**src/rtl/recovery_ctrl_if.sv**
```systemverilog
// Retire-side bundle between the ROB/retire stage and the mispredict recovery controller.
// Carries slot info in, plus commit, flush, redirect and predictor-training results out.
interface recovery_ctrl_if #(
  parameter int XLEN = 32
);
  logic [2:0]            retire_valid;
  logic [2:0]            retire_precise_need;
  logic [2:0][XLEN-1:0]  retire_pc;
  logic [2:0][XLEN-1:0]  retire_target_pc;
  logic [2:0]            retire_is_branch;
  logic [2:0]            retire_taken;
  logic                  sq_empty;
  logic                  fu_busy;

  logic [2:0]            commit_mask;
  logic                  recover_en;
  logic                  dispatch_stall;
  logic                  fetch_redirect_en;
  logic [XLEN-1:0]       fetch_redirect_pc;
  logic                  bp_update_en;
  logic [XLEN-1:0]       bp_update_pc;
  logic                  bp_update_dir;
  logic [XLEN-1:0]       bp_update_target;

  modport master (
    output retire_valid, retire_precise_need, retire_pc, retire_target_pc,
           retire_is_branch, retire_taken, sq_empty, fu_busy,
    input  commit_mask, recover_en, dispatch_stall, fetch_redirect_en,
           fetch_redirect_pc, bp_update_en, bp_update_pc, bp_update_dir, bp_update_target
  );

  modport slave (
    input  retire_valid, retire_precise_need, retire_pc, retire_target_pc,
           retire_is_branch, retire_taken, sq_empty, fu_busy,
    output commit_mask, recover_en, dispatch_stall, fetch_redirect_en,
           fetch_redirect_pc, bp_update_en, bp_update_pc, bp_update_dir, bp_update_target
  );
endinterface

```
**src/rtl/recovery_ctrl.sv**
```systemverilog
// Precise-state mispredict recovery: commit masking, FLUSH -> DRAIN -> REDIRECT, predictor training.
// Latency: recover_en at N+1, redirect earliest N+3, bp_update at N+1; no backpressure beyond dispatch_stall. Option: RECOVERY_STATS_EN.
module recovery_ctrl #(
  parameter int XLEN      = 32,
  parameter int DRAIN_MAX = 15
) (
  input  logic            clock,
  input  logic            reset,
  recovery_ctrl_if.slave  bus
`ifdef RECOVERY_STATS_EN
  ,
  output logic [15:0]     mispredict_count
`endif
);

  localparam int CW = (DRAIN_MAX < 1) ? 1 : $clog2(DRAIN_MAX + 1);

  typedef enum logic [1:0] {
    IDLE     = 2'd0,
    FLUSH    = 2'd1,
    DRAIN    = 2'd2,
    REDIRECT = 2'd3
  } state_t;

  state_t            state_q, state_d;
  logic [CW-1:0]     drain_cnt_q, drain_cnt_d, drain_inc;
  logic [XLEN-1:0]   redirect_pc_q, redirect_pc_d;

  logic              mis_hit;
  logic [1:0]        mis_slot;
  logic [2:0]        idle_mask;
  logic [2:0]        commit_mask;
  logic              recover_en, dispatch_stall, redirect_en;

  logic [2:0]        br_mask;
  logic              br_hit;
  logic [1:0]        br_slot;
  logic              bp_en_q, bp_dir_q;
  logic [XLEN-1:0]   bp_pc_q, bp_target_q, bp_target_d;

  // Oldest valid slot needing precise state bounds the commit; younger slots are squashed.
  always_comb begin
    mis_hit   = 1'b0;
    mis_slot  = 2'd0;
    idle_mask = bus.retire_valid;
    if (bus.retire_valid[2] && bus.retire_precise_need[2]) begin
      mis_hit   = 1'b1;
      mis_slot  = 2'd2;
      idle_mask = 3'b100;
    end else if (bus.retire_valid[1] && bus.retire_precise_need[1]) begin
      mis_hit   = 1'b1;
      mis_slot  = 2'd1;
      idle_mask = bus.retire_valid & 3'b110;
    end else if (bus.retire_valid[0] && bus.retire_precise_need[0]) begin
      mis_hit   = 1'b1;
      mis_slot  = 2'd0;
      idle_mask = bus.retire_valid;
    end
  end

  always_comb begin
    state_d        = state_q;
    drain_cnt_d    = drain_cnt_q;
    redirect_pc_d  = redirect_pc_q;
    commit_mask    = 3'b000;
    recover_en     = 1'b0;
    dispatch_stall = 1'b0;
    redirect_en    = 1'b0;
    drain_inc      = (drain_cnt_q == CW'(DRAIN_MAX)) ? drain_cnt_q : drain_cnt_q + CW'(1);
    case (state_q)
      IDLE: begin
        commit_mask = idle_mask;
        if (mis_hit) begin
          redirect_pc_d = bus.retire_target_pc[mis_slot];
          state_d       = FLUSH;
        end
      end
      FLUSH: begin
        recover_en     = 1'b1;
        dispatch_stall = 1'b1;
        drain_cnt_d    = '0;
        state_d        = DRAIN;
      end
      DRAIN: begin
        dispatch_stall = 1'b1;
        drain_cnt_d    = drain_inc;
        // Timeout compares the post-increment count so DRAIN lasts at most DRAIN_MAX cycles.
        if ((bus.sq_empty && !bus.fu_busy) || (drain_inc == CW'(DRAIN_MAX))) begin
          state_d = REDIRECT;
        end
      end
      REDIRECT: begin
        redirect_en    = 1'b1;
        dispatch_stall = 1'b1;
        state_d        = IDLE;
      end
      default: state_d = IDLE;
    endcase
  end

  always_ff @(posedge clock or negedge reset) begin
    if (!reset) begin
      state_q       <= IDLE;
      drain_cnt_q   <= '0;
      redirect_pc_q <= '0;
    end else begin
      state_q       <= state_d;
      drain_cnt_q   <= drain_cnt_d;
      redirect_pc_q <= redirect_pc_d;
    end
  end

  // Only the oldest committed branch trains the predictor.
  always_comb begin
    br_mask = commit_mask & bus.retire_is_branch;
    br_hit  = |br_mask;
    if (br_mask[2])      br_slot = 2'd2;
    else if (br_mask[1]) br_slot = 2'd1;
    else                 br_slot = 2'd0;
    bp_target_d = bus.retire_taken[br_slot] ? bus.retire_target_pc[br_slot]
                                            : bus.retire_pc[br_slot] + XLEN'(4);
  end

  always_ff @(posedge clock or negedge reset) begin
    if (!reset) begin
      bp_en_q     <= 1'b0;
      bp_dir_q    <= 1'b0;
      bp_pc_q     <= '0;
      bp_target_q <= '0;
    end else begin
      bp_en_q     <= br_hit;
      bp_dir_q    <= br_hit & bus.retire_taken[br_slot];
      bp_pc_q     <= br_hit ? bus.retire_pc[br_slot] : '0;
      bp_target_q <= br_hit ? bp_target_d : '0;
    end
  end

`ifdef RECOVERY_STATS_EN
  always_ff @(posedge clock or negedge reset) begin
    if (!reset) begin
      mispredict_count <= 16'd0;
    end else if ((state_q == IDLE) && mis_hit && (mispredict_count != 16'hFFFF)) begin
      mispredict_count <= mispredict_count + 16'd1;
    end
  end
`endif

  assign bus.commit_mask       = commit_mask;
  assign bus.recover_en        = recover_en;
  assign bus.dispatch_stall    = dispatch_stall;
  assign bus.fetch_redirect_en = redirect_en;
  assign bus.fetch_redirect_pc = redirect_en ? redirect_pc_q : '0;
  assign bus.bp_update_en      = bp_en_q;
  assign bus.bp_update_pc      = bp_pc_q;
  assign bus.bp_update_dir     = bp_dir_q;
  assign bus.bp_update_target  = bp_target_q;

endmodule

```
**src/flat_wrapper.sv**
```systemverilog
// flat-port wrapper written by rule: the top's interface ports become plain ports
module recovery_ctrl_flat 
#(
  parameter int XLEN      = 32,
  parameter int DRAIN_MAX = 15
)
  (clock, reset, bus_retire_valid, bus_retire_precise_need, bus_retire_pc, bus_retire_target_pc, bus_retire_is_branch, bus_retire_taken, bus_sq_empty, bus_fu_busy, bus_commit_mask, bus_recover_en, bus_dispatch_stall, bus_fetch_redirect_en, bus_fetch_redirect_pc, bus_bp_update_en, bus_bp_update_pc, bus_bp_update_dir, bus_bp_update_target);
  recovery_ctrl_if #(.XLEN(XLEN)) bus_i ();
  input  logic clock;
  input  logic reset;
  input wire logic [$bits(bus_i.retire_valid)-1:0] bus_retire_valid;
  input wire logic [$bits(bus_i.retire_precise_need)-1:0] bus_retire_precise_need;
  input wire logic [$bits(bus_i.retire_pc)-1:0] bus_retire_pc;
  input wire logic [$bits(bus_i.retire_target_pc)-1:0] bus_retire_target_pc;
  input wire logic [$bits(bus_i.retire_is_branch)-1:0] bus_retire_is_branch;
  input wire logic [$bits(bus_i.retire_taken)-1:0] bus_retire_taken;
  input wire logic [$bits(bus_i.sq_empty)-1:0] bus_sq_empty;
  input wire logic [$bits(bus_i.fu_busy)-1:0] bus_fu_busy;
  output wire logic [$bits(bus_i.commit_mask)-1:0] bus_commit_mask;
  output wire logic [$bits(bus_i.recover_en)-1:0] bus_recover_en;
  output wire logic [$bits(bus_i.dispatch_stall)-1:0] bus_dispatch_stall;
  output wire logic [$bits(bus_i.fetch_redirect_en)-1:0] bus_fetch_redirect_en;
  output wire logic [$bits(bus_i.fetch_redirect_pc)-1:0] bus_fetch_redirect_pc;
  output wire logic [$bits(bus_i.bp_update_en)-1:0] bus_bp_update_en;
  output wire logic [$bits(bus_i.bp_update_pc)-1:0] bus_bp_update_pc;
  output wire logic [$bits(bus_i.bp_update_dir)-1:0] bus_bp_update_dir;
  output wire logic [$bits(bus_i.bp_update_target)-1:0] bus_bp_update_target;
  assign bus_i.retire_valid = bus_retire_valid;
  assign bus_i.retire_precise_need = bus_retire_precise_need;
  assign bus_i.retire_pc = bus_retire_pc;
  assign bus_i.retire_target_pc = bus_retire_target_pc;
  assign bus_i.retire_is_branch = bus_retire_is_branch;
  assign bus_i.retire_taken = bus_retire_taken;
  assign bus_i.sq_empty = bus_sq_empty;
  assign bus_i.fu_busy = bus_fu_busy;
  assign bus_commit_mask = bus_i.commit_mask;
  assign bus_recover_en = bus_i.recover_en;
  assign bus_dispatch_stall = bus_i.dispatch_stall;
  assign bus_fetch_redirect_en = bus_i.fetch_redirect_en;
  assign bus_fetch_redirect_pc = bus_i.fetch_redirect_pc;
  assign bus_bp_update_en = bus_i.bp_update_en;
  assign bus_bp_update_pc = bus_i.bp_update_pc;
  assign bus_bp_update_dir = bus_i.bp_update_dir;
  assign bus_bp_update_target = bus_i.bp_update_target;
  recovery_ctrl #(.XLEN(XLEN), .DRAIN_MAX(DRAIN_MAX)) u_core (.clock(clock), .reset(reset), .bus(bus_i));
endmodule
```
**config.mk**
```make
export PLATFORM = sky130hd
export DESIGN_NAME = recovery_ctrl_flat
export DESIGN_NICKNAME = d
export VERILOG_FILES = /design/src/rtl/recovery_ctrl_if.sv /design/src/rtl/recovery_ctrl.sv /design/src/flat_wrapper.sv
export SDC_FILE = /design/constraint.sdc
export NUM_CORES = 1
export LEC_CHECK = 0
export ABC_AREA = 0
export BUFFER_PORTS_ARGS = -buffer_cell sky130_fd_sc_hd__clkbuf_2
export CORE_ASPECT_RATIO = 1.2
export CORE_MARGIN = 1.5
export CORE_UTILIZATION = 48
export CTS_BUF_LIST = sky130_fd_sc_hd__clkbuf_16
export DETAILED_ROUTE_END_ITERATION = 8
export GPL_TIMING_DRIVEN = 1
export PLACE_DENSITY = 0.83
export SYNTH_ARGS = -nofsm -noshare
export SYNTH_HDL_FRONTEND = slang
export SYNTH_SLANG_ARGS = --single-unit
```
**constraint.sdc**
```tcl
create_clock -name clock -period 4.5 [get_ports clock]
set_input_delay 0.45 -clock clock [delete_from_list [all_inputs] [get_ports clock]]
set_output_delay 0.45 -clock clock [all_outputs]
set_load 0.01 [all_outputs]
```
==> metrics <==
fraction of power spent switching nets 42.6%; net switching component of the power 1.76 mW; most numerous cell types in the synthesized netlist 116 x sky130_fd_sc_hd__nand2_1, 104 x sky130_fd_sc_hd__dfrtp_1, 100 x sky130_fd_sc_hd__a21oi_1, 98 x sky130_fd_sc_hd__nor2_1, 69 x sky130_fd_sc_hd__o21ai_0; net count after synthesis 1,100; Most used DFF post-synth sky130_fd_sc_hd__dfrtp_1; count of fill cells added during filler insertion 1,268; core region area 13,800 sq um; Lkg Pwr 4.34 nW; wire length of the first global-routing pass 41,300 um; total detailed-routing wirelength 27,400 um; number of top-level pins 312; total routing resource utilization after global routing 35.7%; final critical delay including setup and external delays 3490 ps; detailed-route vias per instance 6.27; multi-input logic area 3850 sq um; status finished clean; clock buffers created by TritonCTS 9; TritonCTS Sinks 104; insertion delay to the later sink of the worst-skew pair 350 ps; cell taking the most area after synthesis sky130_fd_sc_hd__dfrtp_1; area of the die 14,800 sq um; Final setup viols 0; initial antenna violation count 1; clock network fraction of design power 21.7%; most frequent cell after synthesis sky130_fd_sc_hd__nand2_1; number of storage elements in the synthesis netlist 104; GRT overflow 0; crit path kind reg -> reg; sequential-to-total area share from yosys stat 38.5%; area occupied by registers 2600 sq um; average wire per cell in the routed design 20.6 um; Max Slew Vio Count 0; combinational power share 45.8%; count of input and output buffers 311; clock root cell sky130_fd_sc_hd__clkbuf_16; worst min-delay path class in -> async; GRT met1 Usage 43.2%; dpl hpwl 20,700 um; row count 47; busiest metal layer after global routing met2; final clock period utilization by the worst path 77.5%; area growth from synthesis to layout 29.5%; count of different cell masters after synthesis 61; number of gates given a new drive strength after cts 0; arrival time reported for the critical path endpoint 3730 ps; combined area of all synthesized cells 6760 sq um; die width 111 um; met3 Use GR 5.96%; required time of the critical path 4750 ps; peak clock frequency supported by timing 287 MHz; peak fanout along the critical path 23; via count of the first global-routing pass 7,752; Total Neg Setup Slack 0 ps; cell internal pwr 2.37 mW; met2 layer usage reported by global route 61.7%; final setup skew 11.5 ps; starting density of the core 49.1%; ANT cells 0; vias 8,348; buffer depth of the longest clock path 2; number of levels in the clock H-tree 3; maximum number of pins on one net before global-route repair 72; post-layout instance count excluding filler cells 1,332; clock slew at the register clock pins of the worst setup and hold paths 80 ps; Slew @ Worst Pin 1020 ps; setup repair after global routing missed its margin no; Min Hold Slack 241 ps; Yosys top cell area share 38.5%; post-synthesis cell count 885; Max transition margin 31.5%; hold buffers post-CTS 0; Reg power frac 32.6%; maximum ir drop on the vdd rail 0.000265 V; final weighted congestion in routability-driven placement 0.978; clock tree from TritonCTS done; Worst setup SP type register; layout cell share with drive strength beyond 1 31.5%; Critical Path End Type register; Net count, final 1,371; top area cells in the synthesized netlist sky130_fd_sc_hd__dfrtp_1 39%, sky130_fd_sc_hd__a21oi_1 7.4%, sky130_fd_sc_hd__nand2_1 6.4%, sky130_fd_sc_hd__nor2_1 5.4%, sky130_fd_sc_hd__o21ai_0 5.1%; count of maximum capacitance violations 0; Post-Place Cells 1,316; count of synthesis-stage warnings from yosys 0; First DRT Iteration DRCs 1,046; average cell area after synthesis 7.63 sq um; die span in y 133 um; 1st-pass router iterations 6; Post-CTS Setup Inserts 0; number of nets with antenna violations after routing 0; Final Hold Violating Endpoints 0; Async S/R FF share, synth 100%; DR DRC count 0; power density over cell area 473 nW/um^2; EDFF count, synth 0
-- worst paths after layout --
kind	startpoint	cells past startpoint	slack [ps]	end
min	reset	1	240	u_core.bus.bp_update_pc[9]
max reg2reg	u_core.state_q[0]	12	1010	u_core.bus.bp_update_target[22]
max	u_core.state_q[0]	12	1010	u_core.bus.bp_update_target[22]
min reg2reg	u_core.redirect_pc_q[25]	2	480	u_core.redirect_pc_q[25]
min in group clock	bus_retire_target_pc[69]	3	410	u_core.redirect_pc_q[5]
max in group asynchronous	reset	2	3220	u_core.bus.bp_update_en
-- cell families after synthesis --
logic type      share of synthesized area, %
simple gates                            26.7
compound gates                          26.7
flops                                   38.5
buf+inv                                 4.93
xor+xnor                                1.82
fa+ha+maj                               1.30
-- through the flow --
stage | utilization, % | setup WS (ps) | area, sq um | power [mW]
floorplan | - | 669 | 6760 | 2.46
global placement | 61.1 | 1170 | 8410 | 3.18
detailed placement | 61.1 | 1020 | 8410 | 3.21
CTS | 63.6 | 1080 | 8750 | 4.10
global route | 63.6 | 784 | 8750 | 4.35
finish | 63.6 | 1010 | 8750 | 4.14
-- state kept, by name (all words and copies together), names as in the netlist --
| name | cells |
|---|---|
| u_core.state_q | 2 |
| u_core.redirect_pc_q | 32 |
| u_core.drain_cnt_q | 4 |
| u_core.bus.bp_update_dir | 1 |
| u_core.bus.bp_update_pc | 32 |
| u_core.bus.bp_update_en | 1 |
| u_core.bus.bp_update_target | 32 |
-- cell type report --
cell class                 instances  share of cell area [%]
multi-input combinational        700                    44.0
sequential                       104                    29.7
timing repair buffer             332                    19.6
clock buffer                       9                    2.57
tap                              171                    2.44
clock inverter                     7                    1.29
inverter                           9                   0.386
-- metal layers --
layer | routed length, um | part of all wire [%] | vias to the layer above
li1 | - | - | 3747
met1 | 9930 | 36 | 3884
met2 | 13600 | 50 | 602
met3 | 2540 | 9.3 | 113
met4 | 1360 | 4.9 | 2
met5 | 12 | 0.044 | -
-- critical path: stages (launching register included) --
cell and delay (ps):
sky130_fd_sc_hd__dfrtp_1 410, sky130_fd_sc_hd__inv_1 100, sky130_fd_sc_hd__ha_1 270, sky130_fd_sc_hd__and3_1 220, sky130_fd_sc_hd__nand2_2 390, sky130_fd_sc_hd__o22ai_1 220
sky130_fd_sc_hd__nor2_1 130, sky130_fd_sc_hd__ha_1 190, sky130_fd_sc_hd__inv_1 70, sky130_fd_sc_hd__nor3_2 410, sky130_fd_sc_hd__nand2_1 240, sky130_fd_sc_hd__or4_1 510
sky130_fd_sc_hd__and4_1 200
-- layout by cell type (no fill, tap or decap), types with 22 or more instances in the layout --
master / n
sky130_fd_sc_hd__a21oi_1: 99
sky130_fd_sc_hd__and2_1: 37
sky130_fd_sc_hd__buf_4: 22
sky130_fd_sc_hd__clkbuf_2: 310
sky130_fd_sc_hd__dfrtp_1: 104
sky130_fd_sc_hd__nand2_1: 114
sky130_fd_sc_hd__nand3_1: 47
sky130_fd_sc_hd__nor2_1: 97
sky130_fd_sc_hd__nor3_1: 36
sky130_fd_sc_hd__o21ai_0: 69
sky130_fd_sc_hd__o22ai_1: 50
-- power groups by stage --
stage | clock [mW] | sequential, mW | combinational [mW]
floorplan | 0 | 1.38 | 1.08
global placement | 0 | 1.35 | 1.83
detailed placement | 0 | 1.36 | 1.85
CTS | 0.900 | 1.34 | 1.86
global route | 0.936 | 1.37 | 2.05
finish | 0.896 | 1.35 | 1.89
Note: power is estimated with default switching activity, not from simulation.
